--- config.mk ---
export PLATFORM = sky130hd
export DESIGN_NAME = int2015diff
export DESIGN_NICKNAME = d
export VERILOG_FILES = /design/src/rtl/int2015diff.sv
export SDC_FILE = /design/constraint.sdc
export NUM_CORES = 1
export LEC_CHECK = 0
export CORE_MARGIN = 2
export CORE_UTILIZATION = 41
export CTS_CLUSTER_DIAMETER = 40
export DETAILED_ROUTE_END_ITERATION = 6
export PLACE_DENSITY = 0.65
export SYNTH_ARGS = -nofsm -noshare
export SYNTH_HDL_FRONTEND = slang
export SYNTH_SLANG_ARGS = --single-unit
--- constraint.sdc ---
create_clock -name clk -period 4.8 [get_ports clk]
set_input_delay 0.96 -clock clk [delete_from_list [all_inputs] [get_ports clk]]
set_output_delay 0.96 -clock clk [all_outputs]
set_load 0.02 [all_outputs]
--- src/rtl/int2015diff.sv ---
// int2015diff: recovers per-step increments from a stream of running accumulator sums.
//
// Each accepted sample produces delta = (in_sum - prev) mod 2^IN_W. Deltas that do not
// fit in OUT_W bits are saturated to all-ones and flagged. Results pass through a
// 2-entry output buffer so that in_ready is a plain register.
//
// Ports:
//   clk        : clock, all logic on posedge
//   rst        : asynchronous active-high reset
//   clear      : synchronous restart (prev <- 0, buffer flushed, sticky cleared)
//   in_valid   : in_sum is valid
//   in_ready   : block can accept a sample (registered, = count != 2)
//   in_sum     : running accumulator value, unsigned IN_W bits
//   out_valid  : head entry valid (= count != 0)
//   out_ready  : downstream accepts head entry
//   out_delta  : recovered increment, saturated to all-ones on overflow
//   out_ovf    : head entry's true delta was >= 2^OUT_W
//   ovf_sticky : set by any overflowed accepted sample, cleared by rst/clear
module int2015diff #(
    parameter int unsigned IN_W  = 20,
    parameter int unsigned OUT_W = 15
) (
    input  logic             clk,
    input  logic             rst,
    input  logic             clear,
    input  logic             in_valid,
    output logic             in_ready,
    input  logic [IN_W-1:0]  in_sum,
    output logic             out_valid,
    input  logic             out_ready,
    output logic [OUT_W-1:0] out_delta,
    output logic             out_ovf,
    output logic             ovf_sticky
);

    // Buffer occupancy doubles as the FSM state.
    typedef enum logic [1:0] {
        StEmpty = 2'd0,
        StOne   = 2'd1,
        StTwo   = 2'd2
    } state_e;

    state_e             r_state;
    state_e             w_state_d;
    logic               r_in_ready;
    logic [IN_W-1:0]    r_prev;
    logic               r_sticky;
    logic [OUT_W-1:0]   r_head_delta;
    logic               r_head_ovf;
    logic [OUT_W-1:0]   r_tail_delta;
    logic               r_tail_ovf;

    logic               w_accept;
    logic               w_pop;
    logic [IN_W-1:0]    w_raw;
    logic               w_ovf;
    logic [OUT_W-1:0]   w_delta;
    logic               w_load_head;
    logic               w_load_tail;
    logic               w_shift;

    assign out_valid  = (r_state != StEmpty);
    assign in_ready   = r_in_ready;
    assign out_delta  = r_head_delta;
    assign out_ovf    = r_head_ovf;
    assign ovf_sticky = r_sticky;

    // Next-state and datapath controls.
    always_comb begin
        w_accept    = in_valid & r_in_ready;
        w_pop       = out_valid & out_ready;
        // Borrow discarded: accumulator wrap-around yields the correct delta.
        w_raw       = in_sum - r_prev;
        w_ovf       = |w_raw[IN_W-1:OUT_W];
        w_delta     = w_ovf ? {OUT_W{1'b1}} : w_raw[OUT_W-1:0];
        w_state_d   = r_state;
        w_load_head = 1'b0;
        w_load_tail = 1'b0;
        w_shift     = 1'b0;
        if (clear) begin
            w_state_d = StEmpty;
        end else begin
            unique case (r_state)
                StEmpty: begin
                    if (w_accept) begin
                        w_state_d   = StOne;
                        w_load_head = 1'b1;
                    end
                end
                StOne: begin
                    if (w_accept && !w_pop) begin
                        w_state_d   = StTwo;
                        w_load_tail = 1'b1;
                    end else if (w_accept && w_pop) begin
                        w_load_head = 1'b1;
                    end else if (w_pop) begin
                        w_state_d = StEmpty;
                    end
                end
                StTwo: begin
                    // in_ready is low here, so only a pop can happen.
                    if (w_pop) begin
                        w_state_d = StOne;
                        w_shift   = 1'b1;
                    end
                end
                default: w_state_d = StEmpty;
            endcase
        end
    end

    always_ff @(posedge clk or posedge rst) begin
        if (rst) begin
            r_state    <= StEmpty;
            r_in_ready <= 1'b1;
        end else begin
            r_state    <= w_state_d;
            r_in_ready <= (w_state_d != StTwo);
        end
    end

    always_ff @(posedge clk or posedge rst) begin
        if (rst) begin
            r_prev       <= '0;
            r_sticky     <= 1'b0;
            r_head_delta <= '0;
            r_head_ovf   <= 1'b0;
            r_tail_delta <= '0;
            r_tail_ovf   <= 1'b0;
        end else if (clear) begin
            // Head holds its value so the outputs stay stable while empty.
            r_prev   <= '0;
            r_sticky <= 1'b0;
        end else begin
            if (w_accept) begin
                r_prev <= in_sum;
                if (w_ovf) begin
                    r_sticky <= 1'b1;
                end
            end
            if (w_load_head) begin
                r_head_delta <= w_delta;
                r_head_ovf   <= w_ovf;
            end else if (w_shift) begin
                r_head_delta <= r_tail_delta;
                r_head_ovf   <= r_tail_ovf;
            end
            if (w_load_tail) begin
                r_tail_delta <= w_delta;
                r_tail_ovf   <= w_ovf;
            end
        end
    end

endmodule

Word level (Yosys, flattened, before mapping)
Index checks and enable logic that the tools add are counted.
{"block": "totals", "register_bits": 56, "output_inout_bits": 19, "input_bits": 25}
{"block": "op_classes", "n_reduce_logical": 12, "addsub": 1, "bitwise": 3, "n_mux": 28, "eq_ne": 3}
{"cell": "15-bit two-way mux", "n": 3}
{"cell": "20-bit two-way mux", "n": 2}
{"cell": "20-bit subtractor", "n": 1}
{"cell": "1-bit two-way mux", "n": 15}
{"cell": "2-bit two-way mux", "n": 6}
{"cell": "2-bit nonzero test", "n": 4}
{"cell": "2-bit case mux with 3 select lines", "n": 1}
{"cell": "2-bit AND reduction", "n": 3}
{"cell": "5-bit OR reduction", "n": 1}
{"cell": "1-bit AND", "n": 2}
{"cell": "2-bit by 1-bit equality test with 1-bit output (second input constant)", "n": 1}
{"cell": "2-bit equality test (second input constant)", "n": 1}
{"cell": "1-bit logical AND", "n": 2}
{"cell": "2-bit logical NOT", "n": 1}
{"cell": "2-bit != test (second input constant)", "n": 1}
{"cell": "1-bit case mux with 2 select lines", "n": 1}
{"cell": "1-bit logical NOT", "n": 1}
{"cell": "1-bit inverter", "n": 1}

Depth between registers and ports, before layout
Gate-level depths: netlist (run 1).
{"block": "logic_depth", "depth_word": 9, "depth_mapped": 12, "depth_no_buf": 11}

Worst setup path after synthesis (run 1)
No wires, ideal clock.
{"block": "synth_path", "kind": "input to register", "from": "in in_sum[3]", "to": "reg r_head_delta[2] (netlist: out_delta[2])", "t_required_ns": 4.682, "setup_ns": 0.118, "path_buffers": 1, "slack_ns": 1.401, "arrival_time_ns": 3.281, "stages": 10, "path_cell_list": "ha_1 and2_4 a221o_1 o21ai_1 a21oi_1 or3_4 a2111oi_4 buf_6 a31oi_1 a21o_1"}
{"block": "synth_via", "elab_chain_cells": 4}
{"element": "start: declaration", "line": "28", "source": "input logic [IN_W-1:0] in_sum,"}
{"element": "20-bit subtractor", "line": "73", "source": "w_raw = in_sum - r_prev;"}
{"element": "5-bit OR reduction", "line": "74", "source": "w_ovf = |w_raw[IN_W-1:OUT_W];"}
{"element": "15-bit two-way mux", "line": "75", "source": "w_delta = w_ovf ? {OUT_W{1'b1}} : w_raw[OUT_W-1:0];"}
{"element": "15-bit two-way mux", "line": "141", "source": "if (w_load_head) begin"}
{"element": "end signal: assignment", "line": "142", "source": "r_head_delta <= w_delta;"}
{"element": "end signal: assignment", "line": "145", "source": "r_head_delta <= r_tail_delta;"}
{"element": "end: declaration", "line": "48", "source": "logic [OUT_W-1:0] r_head_delta;"}
Every way passes these cells.
A chain may end at the register's enable or synchronous reset.

Worst setup path in the final report (run 1)
{"block": "layout_path", "from": "in in_sum[0]", "to": "reg r_head_delta[8] (netlist: out_delta[8])"}
{"block": "layout_via", "elab_chain_cells": 4}
{"element": "20-bit subtractor (*)", "line": "73"}
{"element": "5-bit OR reduction", "line": "74"}
{"element": "15-bit two-way mux (*)", "line": "75"}
{"element": "15-bit two-way mux (*)", "line": "141"}
Every way passes the cells marked *; elsewhere a longest branch is shown, timed or not.

==> results of run 1 <==
-- routing by layer --
layer | wire, um | up-vias | track usage | share of wire
met4 | 99 | 0 | 0.0381 | 0.013
met2 | 3820 | 64 | 0.317 | 0.48
li1 | - | 1522 | - | -
met3 | 322 | 11 | 0.0290 | 0.041
met5 | 0 | - | 0 | 0
met1 | 3660 | 1436 | 0.240 | 0.46
-- state kept, by name (all words and copies together) (netlist names) --
register / count
ovf_sticky: 1
r_state: 2
out_ovf: 1
r_prev: 20
r_tail_ovf: 1
out_delta: 15
in_ready: 1
r_tail_delta: 15
-- path summary, 6_finish.rpt --
kind	to	slack, ns	depth (start not counted)
min reg2reg	out_delta[2]	0.49	1
min	out_delta[2]	0.49	1
max	out_delta[8]	0.85	13
min in group asynchronous	out_delta[8]	1.04	2
max reg2reg	out_delta[8]	1.63	11
max in group asynchronous	in_ready	2.92	3
-- synth_stat cells (5+ instances only) --
cell type / instances
nand2_1: 62
dfrtp_1: 55
a21oi_1: 44
nor2_1: 34
a31oi_1: 30
o21ai_0: 28
inv_1: 24
a21o_1: 20
ha_1: 19
clkbuf_1: 17
xor2_1: 9
nand4_1: 7
xnor2_1: 6
nor3_1: 5
-- where the power goes --
part / total (mW) / leakage, nW / switching, mW / internal [mW]
Combinational: 0.478 / 1.06 / 0.261 / 0.217
Sequential: 0.601 / 0.676 / 0.0439 / 0.557
Clock: 0.278 / 0.0423 / 0.171 / 0.107
-- final cells by class --
class	instances	area, sq um
Fill cell	823	4130
Multi-Input combinational cell	310	1890
Sequential cell	56	1400
Timing Repair Buffer	50	483
Tap cell	105	131
Inverter	24	90.1
Clock buffer	5	68.8
Clock inverter	3	26.3
-- cell families (layout without fill, tap and decap cells) --
| logic type | after synthesis | after routing |
|---|---|---|
| AOI/OAI and AO/OA | 147 | 147 |
| xor gates and xnor gates | 15 | 15 |
| adders and majority gates | 20 | 20 |
| buffers and inverters | 47 | 82 |
| DFF | 56 | 56 |
| and+or+nand+nor | 128 | 128 |
-- metrics by stage --
step / hold slack (ns) / utilization
floorplan: 0.490 / -
global placement: 0.457 / 0.486
detailed placement: 0.466 / 0.486
CTS: 0.492 / 0.498
global route: 0.499 / 0.498
finish: 0.487 / 0.498
-- critical path: stages --
cell             delay (ns)
clkdlybuf4s50_1        0.47
inv_1                  0.05
ha_1                   0.21
fa_1                   0.40
nand2b_1               0.18
a21oi_1                0.29
o21ai_0                0.22
o211ai_1               0.31
xor2_1                 0.15
a2111oi_4              0.20
buf_4                  0.37
a31oi_1                0.15
a21o_1                 0.18
==> results.md, run 1 <==
* Status: finished, final reports clean
* Crit path capture type: flop
* Clk_lat worst skew at ~0.32 ns
* WP data required at 5.02 ns
* Finished Layout Cells at 553
* RR Startpoint: r_prev[0]
* # rows at 33
* Syn Inst Count at 413
* Final Skew at 0.00848 ns
* Largest family of logic cells by synthesized area: compound AO/OA/AOI/OAI gates
* Sink Count at 56
* Synth warn at 0
* Crit-path max FO at 33
* P per Cell Area at 332 mW/mm^2
* Die footprint at between 0.009 and 0.01 sq mm
* Die W at 96.0 um
* Ys flop type: dfrtp_1
* Synth area leaders: dfrtp_1 (40%), ha_1 (6.8%), nand2_1 (6.7%)
* Max-slew violation count at 0
* Global route overflow at 0
* CTS root buffer: clkbuf_8
* Critical path data arrival time at 4.17 ns
* Setup TNS at 0 ns
* Initial drt markers at 106
* Worst-Margin Slew at 0.815 ns
* Async set-reset flop share out of synthesis at 1.00
* Largest net degree at the start of global routing at 34
* Max-cap violations at 0
* I/O pins at 44
* Synth Area in Compound Gates at 0.267
* Clock Path Buffers at 2
* Placed Area at approximately 0.0040 sq mm
* Synthesized area per cell at roughly 8.4 sq um
* Hold Startpoint: out_delta[2]
* Most common cell after layout, fill and taps aside: nand2_1
* Initial antenna violation count at 0
* Post-Synth Adder-Cell Area at 0.0742
* Worst-path clk slew at 0.11 ns
* First-pass GRT wire length at 13,400 um
* EDFF count, synth at 0
* Via/cell ratio at 5.48
* Yosys top cell by area: dfrtp_1
* Part of the Yosys area used for sequential elements at 0.404
* Post-CTS Resized at 0
* Total power draw at 1.36 mW
* 1st-pass router iterations at 4
* Final worst slack at 0.847 ns
* Syn Std Cell Area at 0.00347 sq mm
* Proportion of synthesized area in mux cells at 0
* PortBufs at 43
* Final setup violation count at 0
* Vias in the first global route at 2,884
* N_diodes at 0
* Leakage at 1.78 nW
* Cts bufs inserted at 5
* WL/cell at 14.3 um
* Distinct cell type count after synthesis at 47
* Most frequent cells in the layout: nand2_1 (62), dfrtp_1 (55), a21oi_1 (44), clkdlybuf4s50_1 (43), nor2_1 (34)
* Area grow syn2layout at 17.8%
* GPL Wtd Cong at 0.808
* H-tree levels at 2
* Crit path from: in_sum[0]
* Core area at 0.00822 sq mm
* Synth Register Bits at 56
* Post-Synth XOR/XNOR Area at 0.0378
* Post-DP HPWL at 5890 um
* Global-route usage over all layers at 0.182
* Fraction of the mapped netlist area in simple logic gates at 0.162
* DRC viols at 0
* Initial cell density of the core at 0.423
* Syn Nets at about 460
* Fin area at 0.00409 sq mm
* TritonCTS clock tree: done
* RSZ-0062 raised after global routing: false
* Post-layout minimum cycle time at 3.95 ns
* Post-Route WL at between 7000 and 8000 um
* Layout cells sized above 1 at 0.0580
* Critical path class: in2reg
* Hold Vio Cnt, Final at 0
* Post-CTS Setup Inserts at 0
* Maximum vdd drop at 128 uV
* Yosys top cell area share at 0.396
* Slew margin rel. at 0.457
* Via count at 3,033
* Hold/Removal Path Class: reg2reg
* Placed cell count at about 550
* Height of the chip at 96.0 um
* Place WS at 0.540 ns
* F_max at between 0.2 and 0.3 GHz
* Hold buffers post-CTS at 0
* ANT nets after route at 0
* Nets at between 400 and 500
* Nature of the critical path startpoint: primary input
* Final period utilization at 0.823
Note: power is estimated with default switching activity, not from simulation.
==> run 2, diff against run 1 <==
clock period = 3.7 ns   (was 4.8 ns; I/O delays follow)
==> results.md, run 2 (synthesized netlist as in run 1, its figures left out) <==
* Worst-path clk slew at 0.10 ns (about the same)
* Post-Route Utilization at 0.508 (+0.0105)
* Via count at 3,076 (+1.4%)
* Worst-Margin Slew at 0.801 ns (-0.0141 ns)
* Placed Area at 0.00409 sq mm (+2.4%)
* WP data required at 3.90 ns (-1.12 ns)
* P per Cell Area at 421 mW/mm^2 (+27%)
* Status: finished, final reports clean
* Fin area at 0.00418 sq mm (+2.1%)
* Post-CTS Resized at 0 (unchanged)
* Final hold slack at 0.483 ns (-0.00464 ns)
* ANT nets after route at 0 (unchanged)
* R2r worst-path depth at 10 (-1)
* Global-route usage over all layers at 0.192 (+0.00949)
* Critical path class: in2reg
* DRC viols at 0 (unchanged)
* Final period utilization at 0.935
* Sink Count at 56 (unchanged)
* Pint at 1.16 mW (+31%)
* Max reg flops at 20 (unchanged)
* PortBufs at 43 (unchanged)
* Finished Layout Cells at 564 (+2.0%)
* Post-CTS Setup Inserts at 0 (unchanged)
* Die footprint at 0.00922 sq mm (unchanged)
* Sw power at 0.603 mW (+27%)
* N_diodes at 0 (unchanged)
* Clock Path Buffers at 2 (unchanged)
* Die W at 96.0 um (unchanged)
* Clk_lat worst skew at 0.30 ns (-0.02 ns)
* Largest net degree at the start of global routing at 39 (+15%)
* Maximum vdd drop at 183 uV (+43%)
* Reg2reg end: out_delta[7]
* Post-layout minimum cycle time at between 3 and 4 ns
* CTS root buffer: clkbuf_8
* Nature of the critical path startpoint: primary input
* Most frequent cells in the layout: nand2_1 (62), dfrtp_1 (55), a21oi_1 (44), clkdlybuf4s50_1 (43), nor2_1 (34)
* TritonCTS clock tree: done
* Hold Vio Cnt, Final at 0 (unchanged)
* F_max at 0.289 GHz
* Placed cell count at 556 (+2.0%)
* Crit path capture type: flop
* Layout cells sized above 1 at 0.0784 (+0.0204)
* Vias in the first global route at 2,918 (+1.2%)
* Global route overflow at 0 (unchanged)
* 1st-pass router iterations at 4 (unchanged)
* I/O pins at 44 (unchanged)
* Cts bufs inserted at 5 (unchanged)
* Hold/Removal Path Class: reg2reg
* Crit-path max FO at 30 (-9.1%)
* GPL Wtd Cong at 0.856 (+6.0%)
* Crit path from: in_sum[0]
* Max-cap violations at 0 (unchanged)
* Critical path data arrival time at 3.66 ns (-0.51 ns)
* Post-Route WL at 8020 um (+1.6%)
* Switch share at 0.343 (-0.00791)
* RSZ-0062 raised after global routing: false
* RR Startpoint: r_prev[10]
* Most flop-heavy register: r_prev
* # rows at 33 (unchanged)
* Initial drt markers at 99 (-6.6%)
* Clock power frac at 0.191 (-0.014)
* Comb pwr share at 0.365 (+0.013)
* Height of the chip at 96.0 um (unchanged)
* Leakage at 1.84 nW (+3.4%)
* Nets at 503 (+2.2%)
* Slew margin rel. at 0.466 (+0.00940)
* WL/cell at 14.2 um (-0.37%)
* Initial antenna violation count at 0 (unchanged)
* Core area at 0.00822 sq mm (unchanged)
* Area grow syn2layout at 20.3%
* Most common cell after layout, fill and taps aside: nand2_1
* Flop pwr share at 0.445 (+0.002)
* Via/cell ratio at 5.45 (-0.56%)
* First-pass GRT wire length at 14,000 um (+4.1%)
* Initial cell density of the core at 0.423 (unchanged)
* Last element of the critical path: out_delta[7]
* Max-slew violation count at 0 (unchanged)
* H-tree levels at 2 (unchanged)
* R2r setup slk at 0.79 ns (-0.84 ns)
* Hold buffers post-CTS at 0 (unchanged)
* Post-DP HPWL at 6050 um (+2.7%)
* Final setup violation count at 0 (unchanged)
* Final Skew at 0.0100 ns (+0.00157 ns)
[run 2: changes by cell type in the layout (fill, tap and decap cells not counted)]
cell        previous run  this run
clkinv_2               0         1
buf_12                 0         1
clkinvlp_4             2         0
clkbuf_1               0         1
inv_8                  1         0
buf_4                  7        17
inv_6                  0         1
[run 2: metrics by stage]
| stage | worst slack [ns] | power (mW) | setup TNS, ns |
|---|---|---|---|
| global route | 0.0133 | 1.90 | 0 |
| global placement | -0.0667 | 1.43 | -0.931 |
| CTS | 0.231 | 1.78 | 0 |
| finish | 0.239 | 1.76 | 0 |
| detailed placement | -0.0993 | 1.44 | -1.30 |
| floorplan | 0.521 | 1.19 | 0 |
[run 2: worst min-delay path by stage]
stage,endpoint,cells past startpoint,startpoint,slack [ns]
after floorplan,r_tail_ovf,2,r_tail_ovf,0.49
after global placement,out_delta[10],1,out_delta[10],0.46
after detailed placement,out_delta[10],1,out_delta[10],0.47
after CTS,out_delta[10],1,out_delta[10],0.49
after global routing,out_delta[9],1,out_delta[9],0.51
final,out_delta[10],1,out_delta[10],0.48
[run 2: layer usage]
layer / global-route usage / routed length [um] / part of all wire / up-vias
met4: 0.0321 / 80 / 0.010 / 0
met2: 0.325 / 3870 / 0.48 / 66
met1: 0.262 / 3810 / 0.48 / 1459
met5: 0 / 0 / 0 / -
li1: - / - / - / 1545
met3: 0.0313 / 257 / 0.032 / 6
[run 2: power groups by stage]
stage | logic [mW] | clock network [mW] | registers [mW]
3_3_place_gp | 0.636 | 0 | 0.790
2_1_floorplan | 0.342 | 0 | 0.847
5_1_grt | 0.715 | 0.386 | 0.796
6_report | 0.641 | 0.335 | 0.782
4_1_cts | 0.646 | 0.351 | 0.783
3_5_place_dp | 0.643 | 0 | 0.796
[run 2: final cells by class]
type | instances | area (sq um)
fillers | 806 | 4040
multi-input cells | 310 | 1890
flip-flops and latches | 56 | 1400
repair buffers | 61 | 578
well taps | 105 | 131
inverters | 24 | 90.1
clock buffers | 6 | 72.6
clock inverters | 2 | 13.8
[run 2: worst max-delay path, stage by stage]
cell             delay [ns]
clkdlybuf4s50_1        0.47
inv_1                  0.05
ha_1                   0.21
fa_1                   0.39
nand2b_1               0.18
a21oi_1                0.26
o2111ai_1              0.20
nand4_1                0.13
nand4_1                0.15
a2111oi_4              0.36
buf_12                 0.23
a31oi_1                0.11
a21o_1                 0.18
==> run 3, diff against run 2 <==
ABC_CLOCK_PERIOD_IN_PS = 3700   (was not set)
CORE_MARGIN = 10   (was 2)
==> results.md, run 3 (synthesized netlist as in run 1, its figures left out) <==
* Post-CTS Setup Inserts at 0 (unchanged)
* Core area at 0.00822 sq mm (unchanged)
* ANT nets after route at 0 (unchanged)
* Die footprint at 0.0125 sq mm (+36%)
* First-pass GRT wire length at 14,200 um (+2.0%)
* WP data required at 3.91 ns (about the same)
* Nets at 500 (-0.60%)
* Layout cells sized above 1 at 0.0746 (-0.00387)
* Maximum vdd drop at 227 uV (+24%)
* Clock Path Buffers at 2 (unchanged)
* Post-layout minimum cycle time at 3.48 ns (+0.0161 ns)
* Global-route usage over all layers at 0.131 (-0.0608)
* Max reg flops at 20 (unchanged)
* Nature of the critical path startpoint: primary input
* H-tree levels at 2 (unchanged)
* Initial cell density of the core at 0.423 (unchanged)
* RR Startpoint: r_prev[3]
* Leakage at 1.84 nW (about the same)
* Fin area at 0.00418 sq mm (+0.15%)
* P per Cell Area at 439 mW/mm^2 (+4.4%)
* RSZ-0062 raised after global routing: false
* Most frequent cells in the layout: nand2_1 (62), dfrtp_1 (55), a21oi_1 (44), clkdlybuf4s50_1 (43), nor2_1 (34)
* Placed Area at 0.00407 sq mm (-0.55%)
* CP max stage delay at 0.47 ns (about the same)
* DRC viols at 0 (unchanged)
* CTS root buffer: clkbuf_8
* Most flop-heavy register: r_prev
* WL/cell at 15.0 um (+5.2%)
* Slew margin rel. at 0.470 (+0.00386)
* Setup TNS at 0 ns (unchanged)
* CP bufs+invs at 3 (unchanged)
* Crit-path max FO at 30 (unchanged)
* F_max at 0.288 GHz (-0.46%)
* Area grow syn2layout at 20.5%
* Sink Count at 56 (unchanged)
* Final period utilization at 0.940 (+0.00436)
* PortBufs at 43 (unchanged)
* Most common cell after layout, fill and taps aside: nand2_1
* Largest net degree at the start of global routing at 38 (-2.6%)
* N_diodes at 0 (unchanged)
* Crit path from: in_sum[0]
* Max-cap violations at 0 (unchanged)
* Die W at 112 um (+17%)
* Post-Route WL at 8400 um (+4.6%)
* Seq. cell area at 0.00140 sq mm (unchanged)
* Initial drt markers at 102 (+3.0%)
* Final setup violation count at 0 (unchanged)
* Post-DP HPWL at 6370 um (+5.3%)
* GPL Wtd Cong at 0.857 (about the same)
* Crit-path cells: clkdlybuf4s50_1, inv_1, ha_1, fa_1, nand2b_1, a21oi_1, o21ai_0, o211ai_1, xor2_1, a2111oi_4, buf_12, a31oi_1, a21o_1
* Hold Vio Cnt, Final at 0 (unchanged)
* Worst-Margin Slew at 0.795 ns (-0.00578 ns)
* Placed cell count at 553 (-0.54%)
* 1st-pass router iterations at 4 (unchanged)
* Initial antenna violation count at 0 (unchanged)
* Finished Layout Cells at 561 (-0.53%)
* Critical path class: in2reg
* Hold/Removal Path Class: reg2reg
* Via count at 3,067 (-0.29%)
* # rows at 33 (unchanged)
* Slowest CP cell: clkdlybuf4s50_1
* Crit path capture type: flop
* Area of the multi-input gates at 0.00189 sq mm (unchanged)
* Via/cell ratio at 5.47 (+0.24%)
* Clk_lat worst skew at 0.31 ns (about the same)
* Post-CTS Resized at 0 (unchanged)
* Final Skew at 0.00807 ns (-0.00197 ns)
* Critical path data arrival time at 3.69 ns (+0.03 ns)
* Vias in the first global route at 3,030 (+3.8%)
* Status: finished, final reports clean
* Cts bufs inserted at 5 (unchanged)
* Worst path top cell family by delay: compound AO/OA/AOI/OAI gates
* Filler Cell Count at 798 (-0.99%)
* Worst-path clk slew at 0.11 ns (about the same)
* Hold Startpoint: out_delta[3]
* Max-slew violation count at 0 (unchanged)
* I/O pins at 44 (unchanged)
* Hold buffers post-CTS at 0 (unchanged)
* TritonCTS clock tree: done
* Height of the chip at 112 um (+17%)
* Global route overflow at 0 (unchanged)
run 3: changes by cell type in the layout (fill, tap and decap cells not counted), sizes merged:
| cell | delta |
|---|---|
| clkbuf | -1 |
| bufinv | +1 |
| buf | -3 |
run 3: layout make-up:
type                    instances  area share
well taps                     105      0.0314
inverters                      24      0.0215
clock buffers                   5      0.0164
multi-input cells             310       0.452
repair buffers                 58       0.133
flip-flops and latches         56       0.335
clock inverters                 3      0.0111
run 3: metrics by stage:
step / util / worst slack (ns) / hold slack [ns] / power, mW
floorplan: - / 0.521 / 0.490 / 1.19
global placement: 0.495 / -0.0600 / 0.458 / 1.43
detailed placement: 0.495 / -0.0988 / 0.466 / 1.44
CTS: 0.509 / 0.242 / 0.490 / 1.86
global route: 0.509 / 0.0456 / 0.504 / 1.96
finish: 0.509 / 0.223 / 0.484 / 1.84
run 3: worst paths after layout:
check	to	slack, ns	depth (start not counted)
min in group asynchronous	out_delta[10]	0.75	2
worst min register to register	out_delta[3]	0.48	1
max in group asynchronous	r_prev[16]	2.11	3
worst max-delay path	out_delta[4]	0.22	13
worst max register to register	out_delta[4]	0.77	11
worst min-delay path	out_delta[3]	0.48	1
run 3: power breakdown:
| group | total [mW] | switching [mW] | internal (mW) |
|---|---|---|---|
| sequential | 0.782 | 0.0584 | 0.723 |
| combinational | 0.638 | 0.346 | 0.292 |
| clock | 0.418 | 0.212 | 0.206 |
| total | 1.84 | 0.616 | 1.22 |
run 3: layer usage:
metal  track usage  vias to the layer above  wire length (um)
met2         0.229                       43              4110
met3        0.0293                        8               297
li1              -                     1550                 -
met5             0                        -                 0
met1         0.158                     1466              3890
met4        0.0355                        0                99
run 3: worst register-to-register path: cells and delay by family, from the launching register on:
family                     cells  cell delay [ns]
DFF                            1             0.37
adders and majority gates      1             0.29
buffers and inverters          2             0.27
AOI/OAI and AO/OA              6             1.37
and+or+nand+nor                2             0.52
